$ cat src/rtl/cdb_pkg.sv
// Shared CDB arbitration types and constants.
// Imported by the arbiter and its grant selector.
package cdb_pkg;

    localparam int CDB_NUM_CH  = 4;
    localparam int CDB_NUM_REQ = 5;
    localparam int CDB_DATA_W  = 32;
    localparam int CDB_PREG_W  = 6;
    localparam int CDB_TAG_W   = 3;

    localparam logic [CDB_TAG_W-1:0] SRC_ALU0 = 3'd0;
    localparam logic [CDB_TAG_W-1:0] SRC_ALU1 = 3'd1;
    localparam logic [CDB_TAG_W-1:0] SRC_ALU2 = 3'd2;
    localparam logic [CDB_TAG_W-1:0] SRC_LSQ  = 3'd3;
    localparam logic [CDB_TAG_W-1:0] SRC_MDU  = 3'd4;

    typedef struct packed {
        logic                  valid;
        logic [CDB_TAG_W-1:0]  tag;
        logic [CDB_DATA_W-1:0] data;
        logic [CDB_PREG_W-1:0] dest_reg;
    } cdb_entry_t;

endpackage

$ cat src/rtl/cdb_arbiter_rr_multi_grant.sv
// Rotating-priority selector granting up to NUM_CH of NUM_REQ requesters.
// Winners are packed onto channels in scan order starting at ptr_i.
module rr_multi_grant
    import cdb_pkg::*;
#(
    parameter int NUM_REQ = CDB_NUM_REQ,
    parameter int NUM_CH  = CDB_NUM_CH
) (
    input  logic [NUM_REQ-1:0]           req_i,
    input  logic [2:0]                   ptr_i,
    output logic [NUM_REQ-1:0]           gnt_o,
    output logic [NUM_CH-1:0]            ch_valid_o,
    output logic [NUM_CH-1:0][2:0]       ch_src_o,
    output logic [2:0]                   next_ptr_o
);

    localparam int CW = $clog2(NUM_CH);

    logic [2:0]  idx;
    logic [2:0]  last;
    logic [CW:0] cnt;
    logic        denied;

    always_comb begin
        gnt_o      = '0;
        ch_valid_o = '0;
        ch_src_o   = '0;
        idx        = ptr_i;
        last       = ptr_i;
        cnt        = '0;
        denied     = 1'b0;
        for (int n = 0; n < NUM_REQ; n++) begin
            if (req_i[idx]) begin
                if (cnt < (CW+1)'(NUM_CH)) begin
                    gnt_o[idx]               = 1'b1;
                    ch_valid_o[cnt[CW-1:0]]  = 1'b1;
                    ch_src_o[cnt[CW-1:0]]    = idx;
                    last                     = idx;
                    cnt                      = cnt + 1'b1;
                end else begin
                    denied = 1'b1;
                end
            end
            idx = (idx == 3'(NUM_REQ-1)) ? 3'd0 : idx + 3'd1;
        end
        // Restart after the last winner only when someone lost this round
        if (denied) begin
            next_ptr_o = (last == 3'(NUM_REQ-1)) ? 3'd0 : last + 3'd1;
        end else begin
            next_ptr_o = ptr_i;
        end
    end

endmodule

$ cat src/rtl/cdb_arbiter.sv
// Common Data Bus arbiter: grants up to four producers per cycle and
// registers the winners onto CDB channels 0-3 for the following cycle.
module cdb_arbiter
    import cdb_pkg::*;
#(
    parameter int DATA_WIDTH          = CDB_DATA_W,
    parameter int PHYS_REG_ADDR_WIDTH = CDB_PREG_W,
    parameter int NUM_REQ             = CDB_NUM_REQ,
    parameter int NUM_CH              = CDB_NUM_CH
) (
    input  logic                                          clk,
    input  logic                                          reset,
    input  logic                                          flush,
    input  logic [NUM_REQ-1:0]                            req_valid,
    input  logic [NUM_REQ-1:0][DATA_WIDTH-1:0]            req_data,
    input  logic [NUM_REQ-1:0][PHYS_REG_ADDR_WIDTH-1:0]   req_dest_reg,
    output logic [NUM_REQ-1:0]                            req_ready,
    output logic [NUM_CH-1:0]                             cdb_valid,
    output logic [NUM_CH-1:0][2:0]                        cdb_tag,
    output logic [NUM_CH-1:0][DATA_WIDTH-1:0]             cdb_data,
    output logic [NUM_CH-1:0][PHYS_REG_ADDR_WIDTH-1:0]    cdb_dest_reg
);

    logic [2:0]                                   prio_ptr_q, prio_ptr_d;
    logic [NUM_CH-1:0]                            valid_q, valid_d;
    logic [NUM_CH-1:0][2:0]                       tag_q, tag_d;
    logic [NUM_CH-1:0][DATA_WIDTH-1:0]            data_q, data_d;
    logic [NUM_CH-1:0][PHYS_REG_ADDR_WIDTH-1:0]   dest_q, dest_d;

    logic [NUM_REQ-1:0]      gnt;
    logic [NUM_CH-1:0]       ch_valid;
    logic [NUM_CH-1:0][2:0]  ch_src;
    logic [2:0]              next_ptr;

    rr_multi_grant #(
        .NUM_REQ (NUM_REQ),
        .NUM_CH  (NUM_CH)
    ) u_sel (
        .req_i      (req_valid),
        .ptr_i      (prio_ptr_q),
        .gnt_o      (gnt),
        .ch_valid_o (ch_valid),
        .ch_src_o   (ch_src),
        .next_ptr_o (next_ptr)
    );

    assign req_ready = (reset || flush) ? '0 : gnt;

    always_comb begin
        valid_d    = '0;
        tag_d      = tag_q;
        data_d     = data_q;
        dest_d     = dest_q;
        prio_ptr_d = flush ? prio_ptr_q : next_ptr;
        // Payload fields hold on idle channels; consumers qualify with valid
        for (int k = 0; k < NUM_CH; k++) begin
            if (ch_valid[k] && !flush) begin
                valid_d[k] = 1'b1;
                tag_d[k]   = ch_src[k];
                data_d[k]  = req_data[ch_src[k]];
                dest_d[k]  = req_dest_reg[ch_src[k]];
            end
        end
    end

    always_ff @(posedge clk or posedge reset) begin
        if (reset) begin
            prio_ptr_q <= '0;
            valid_q    <= '0;
            tag_q      <= '0;
            data_q     <= '0;
            dest_q     <= '0;
        end else begin
            prio_ptr_q <= prio_ptr_d;
            valid_q    <= valid_d;
            tag_q      <= tag_d;
            data_q     <= data_d;
            dest_q     <= dest_d;
        end
    end

    assign cdb_valid    = valid_q;
    assign cdb_tag      = tag_q;
    assign cdb_data     = data_q;
    assign cdb_dest_reg = dest_q;

endmodule

$ cat config.mk
export PLATFORM = sky130hd
export DESIGN_NAME = cdb_arbiter
export DESIGN_NICKNAME = d
export VERILOG_FILES = /design/src/rtl/cdb_pkg.sv /design/src/rtl/cdb_arbiter_rr_multi_grant.sv /design/src/rtl/cdb_arbiter.sv
export SDC_FILE = /design/constraint.sdc
export NUM_CORES = 1
export LEC_CHECK = 0
export ABC_AREA = 1
export CAP_MARGIN = 10
export CORE_UTILIZATION = 35
export CTS_CLUSTER_DIAMETER = 100
export DETAILED_ROUTE_END_ITERATION = 16
export PLACE_DENSITY = 0.71
export SLEW_MARGIN = 15
export SYNTH_ARGS = -nofsm -noshare
export SYNTH_HDL_FRONTEND = slang
export SYNTH_SLANG_ARGS = --single-unit
$ cat constraint.sdc
create_clock -name clk -period 12 [get_ports clk]
set_input_delay 1.2 -clock clk [delete_from_list [all_inputs] [get_ports clk]]
set_output_delay 1.2 -clock clk [all_outputs]
set_load 0.02 [all_outputs]
==> report_table.html <==
<table>
<tr><th>Metric</th><th>Value</th></tr>
<tr><th colspan="2">Status</th></tr>
<tr><td>Run status</td><td>completed</td></tr>
<tr><th colspan="2">Floorplan</th></tr>
<tr><td>Vertical extent of the die</td><td>approximately 200 µm</td></tr>
<tr><td>Core area</td><td>around 0.040 mm²</td></tr>
<tr><td>Num rows</td><td>73</td></tr>
<tr><td>X dimension of the die</td><td>204 µm</td></tr>
<tr><td>Top-Level Pins</td><td>between 300 and 400</td></tr>
<tr><td>Initial standard-cell utilization of the core</td><td>0.358</td></tr>
<tr><td>Die Footprint</td><td>0.0417 mm²</td></tr>
<tr><th colspan="2">Setup path</th></tr>
<tr><td>Largest stage delay, worst path</td><td>0.68 ns</td></tr>
<tr><td>Crit path kind</td><td>reg -&gt; out</td></tr>
<tr><td>Path depth of the worst reg2reg path</td><td>29</td></tr>
<tr><td>Crit path max-delay cell type</td><td>fa_1</td></tr>
<tr><td>Element type at the critical path end</td><td>output port</td></tr>
<tr><td>Critical path cell sequence</td><td>inv_2 &gt; ha_1 &gt; nand2_2 &gt; nand2_2 &gt; inv_1 &gt; ha_1 &gt; nor2_1 &gt; nand3_2 &gt; nand2_4 &gt; nor2_1 &gt; nand2_1 &gt; nand3_4 &gt; inv_1 &gt; fa_1 &gt; inv_1 &gt; ha_1 &gt; a21oi_1 &gt; nand2_1 &gt; nand2_4 &gt; nand2_4 &gt; inv_4 &gt; nand3_1 &gt; a21oi_1 &gt; clkdlybuf4s50_1</td></tr>
<tr><td>Max FO, Critical Path</td><td>10</td></tr>
<tr><td>Minimum setup slack among reg-to-reg paths</td><td>5.18 ns</td></tr>
<tr><td>Worst path required time</td><td>10.80 ns</td></tr>
<tr><td>Element type at the critical path start</td><td>flip-flop</td></tr>
<tr><td>Critical path arrival</td><td>5.86 ns</td></tr>
<tr><th colspan="2">Cells and area</th></tr>
<tr><td>Max FFs per register</td><td>128</td></tr>
<tr><td>Area occupied by multi-input gates</td><td>0.00864 mm²</td></tr>
<tr><td>Synth-to-layout area growth</td><td>31.1%</td></tr>
<tr><td>FF+latch area</td><td>0.00428 mm²</td></tr>
<tr><td>Ratio of cells with drive above 1 in the final layout</td><td>0.0546</td></tr>
<tr><td>Final layout net count</td><td>roughly 2700</td></tr>
<tr><td>Fillers</td><td>4008</td></tr>
<tr><th colspan="2">Routing</th></tr>
<tr><td>Post-detailed-routing wire length</td><td>67300 µm</td></tr>
<tr><td>Remaining number of nets flagged by the antenna check after routing</td><td>0</td></tr>
<tr><td>Final routed wire length divided by cell count</td><td>22.3 µm</td></tr>
<tr><td>Drt drc</td><td>0</td></tr>
<tr><td>Post-detailed-route via-to-cell ratio</td><td>a little under 6</td></tr>
<tr><td>Number of vias after detailed routing</td><td>roughly 18000</td></tr>
<tr><td>Number of DRC markers in iteration 0</td><td>between 1500 and 2000</td></tr>
<tr><td>First-pass detailed-route iteration total</td><td>6</td></tr>
<tr><th colspan="2">Clock network</th></tr>
<tr><td>Number of levels in the clock H-tree</td><td>4</td></tr>
<tr><td>Clock tree from TritonCTS</td><td>built</td></tr>
<tr><td>Number of buffers inserted during clock tree synthesis</td><td>17</td></tr>
<tr><td>Max Buffers Root-to-Sink</td><td>2</td></tr>
<tr><td>Hold bufs inserted after CTS</td><td>0</td></tr>
<tr><td>CTS Sinks</td><td>around 170</td></tr>
<tr><td>CTS clk-pin slew, worst paths</td><td>0.08 ns</td></tr>
<tr><td>Clk Tree Root Cell</td><td>clkbuf_16</td></tr>
<tr><td>Post-CTS Resized</td><td>0</td></tr>
<tr><td>Setup repair bufs after CTS</td><td>0</td></tr>
<tr><td>Worst skew pair latency</td><td>around 0.46 ns</td></tr>
<tr><th colspan="2">Global route</th></tr>
<tr><td>GRT Util Overall</td><td>0.319</td></tr>
<tr><td>Initial antenna violation count</td><td>1</td></tr>
<tr><td>Wire length of the first global-routing pass</td><td>102000 µm</td></tr>
<tr><td>Layer with the highest usage after global routing</td><td>met2</td></tr>
<tr><td>Remaining Overflow, GRT</td><td>0</td></tr>
<tr><td>M2 GR Usage</td><td>0.506</td></tr>
<tr><td>Maximum number of pins on one net before global-route repair</td><td>approximately 100</td></tr>
<tr><td>GR Layer Usage met1</td><td>0.414</td></tr>
<tr><td>Met3 track demand over resource</td><td>0.0646</td></tr>
<tr><td>Vias in the first global route</td><td>17200</td></tr>
<tr><th colspan="2">Synthesis</th></tr>
<tr><td>Cell count after synthesis</td><td>2215</td></tr>
<tr><td>Synthesized area</td><td>0.0143 mm²</td></tr>
<tr><td>Synthesized area divided by synthesized cell count</td><td>6.46 µm²</td></tr>
<tr><td>Portion of the post-synthesis area used by sequential elements</td><td>0.299</td></tr>
<tr><td>Post-synth net total</td><td>2427</td></tr>
<tr><td>Number of warnings printed during yosys synthesis</td><td>0</td></tr>
<tr><td>EDFF count, synth</td><td>0</td></tr>
<tr><td>Xor/xnor cell area share of the yosys netlist</td><td>0.000612</td></tr>
<tr><td>Fraction of synthesized area in multiplexers</td><td>0</td></tr>
<tr><td>Share of synthesized registers carrying an async set or reset</td><td>1.00</td></tr>
<tr><td>Post-Synth Simple-Gate Area</td><td>0.407</td></tr>
<tr><td>Number of distinct library cells after synthesis</td><td>45</td></tr>
<tr><td>Largest family of logic cells by synthesized area</td><td>simple AND/OR/NAND/NOR gates</td></tr>
<tr><td>Synthesized-area fraction occupied by ao, oa, aoi and oai cells</td><td>0.177</td></tr>
<tr><td>Adder-cell area share of the yosys netlist</td><td>0.0128</td></tr>
<tr><td>Main synth FF type</td><td>dfrtp_1</td></tr>
<tr><td>Total of flip-flops plus latches after synthesis</td><td>171</td></tr>
<tr><th colspan="2">STA</th></tr>
<tr><td>Portion of the clock cycle consumed by the worst path in the final layout</td><td>0.588</td></tr>
<tr><td>Setup repair after global routing missed its margin</td><td>false</td></tr>
<tr><td>Worst relative slew slack</td><td>0.180</td></tr>
<tr><td>Hold Violations, Final</td><td>0</td></tr>
<tr><td>Finish-stage setup viols</td><td>0</td></tr>
<tr><td>Max Transition Viols Final</td><td>0</td></tr>
<tr><td>Setup TNS</td><td>0 ns</td></tr>
<tr><td>Final clock skew</td><td>0.0108 ns</td></tr>
<tr><td>Clock period minus final worst setup slack</td><td>7.06 ns</td></tr>
<tr><td>Fmax achieved</td><td>142 MHz</td></tr>
<tr><td>Worst Hold Margin</td><td>0.486 ns</td></tr>
<tr><td>Transition time of the tightest slew-check pin</td><td>1.23 ns</td></tr>
<tr><th colspan="2">Worst hold path</th></tr>
<tr><td>Cell count of the worst hold path</td><td>2</td></tr>
<tr><td>Min-delay worst type</td><td>reg -&gt; reg</td></tr>
<tr><th colspan="2">Place</th></tr>
<tr><td>Routability congestion estimate</td><td>0.978</td></tr>
<tr><td>IO buf count</td><td>370</td></tr>
<tr><td>Detailed placement HPWL</td><td>46700 µm</td></tr>
<tr><th colspan="2">Flow run</th></tr>
<tr><td>Max-capacitance violation count</td><td>0</td></tr>
</table>
cell families (layout without fill, tap and decap cells):
logic type,count (synthesis),in the layout
compound gates,386,386
xor+xnor,1,1
fa+ha+maj,14,14
buf+inv,334,609
flops,171,171
other cells,0,2
simple gates,1309,1309
metal layers:
metal  up-vias  wire (µm)
li1       7979          -
met1      8312      27000
met2      1192      30400
met3       207       6860
met4         0       3070
met5         -          0
cell type report:
class | count | share of cell area
inverter | 186 | 0.0378
antenna | 2 | 0.000267
timing repair buffer | 392 | 0.206
sequential | 171 | 0.228
tap | 525 | 0.0350
clock inverter | 10 | 0.00601
clock buffer | 21 | 0.0256
multi-input combinational | 1710 | 0.461
worst max-delay path, delay by kind of cell (launching register included):
kind	cells	cell delay, ns
AND/OR/NAND/NOR	12	1.62
buffers and inverters	6	1.45
adder cells (fa/ha/maj)	4	1.42
flip-flops	1	0.56
AO/OA/AOI/OAI	2	0.33
final timing paths:
| kind | startpoint | to |
|---|---|---|
| setup / recovery | prio_ptr_q[0] | req_ready[4] |
| hold / removal | cdb_tag[4] | cdb_tag[4] |
| setup reg to reg | prio_ptr_q[0] | cdb_data[90] |
| hold reg to reg | cdb_tag[4] | cdb_tag[4] |
| max in group asynchronous | reset | cdb_data[106] |
| min in group asynchronous | reset | cdb_data[2] |
cells in the mapped netlist (11+ instances only):
cell,number,share of area
nand2_1,737,0.19
nand3_1,398,0.14
dfrtp_1,171,0.30
inv_1,171,0.045
o211ai_1,124,0.065
a21oi_1,90,0.031
nor2_1,84,0.022
a22oi_1,83,0.044
buf_2,79,0.028
o21ai_0,64,0.022
clkbuf_1,35,0.0092
nand3b_1,27,0.014
buf_4,20,0.010
nand2_2,19,0.0083
nand2_4,14,0.011
ha_1,13,0.011
inv_2,11,0.0029
layout by cell type (no fill, tap or decap), drive strengths merged, types with 3 or more instances in the layout:
cell type and n:
a31oi 3, nand2 770, o22ai 3, buf 22
a21oi 93, a22oi 83, nand4 8, nand3b 27
nor3 5, clkbuf 21, o211ai 125, ha 13
nor2 92, dfrtp 171, clkdlybuf4s50 370, o21ai 72
nand3 405, inv 186, clkinv 6
through the flow:
stage | utilization | setup WS, ns | cells | area [µm²]
finish | 0.469 | 4.94 | 3017 | 18800
global route | 0.469 | 4.53 | 3017 | 18800
detailed placement | 0.454 | 5.26 | 2984 | 18200
CTS | 0.469 | 4.96 | 3015 | 18700
global placement | 0.454 | 5.39 | 2984 | 18200
floorplan | - | 4.88 | 2215 | 14300
Power is not shown: default switching activity piles up to over one toggle a cycle in this logic, so the estimate is an artifact.
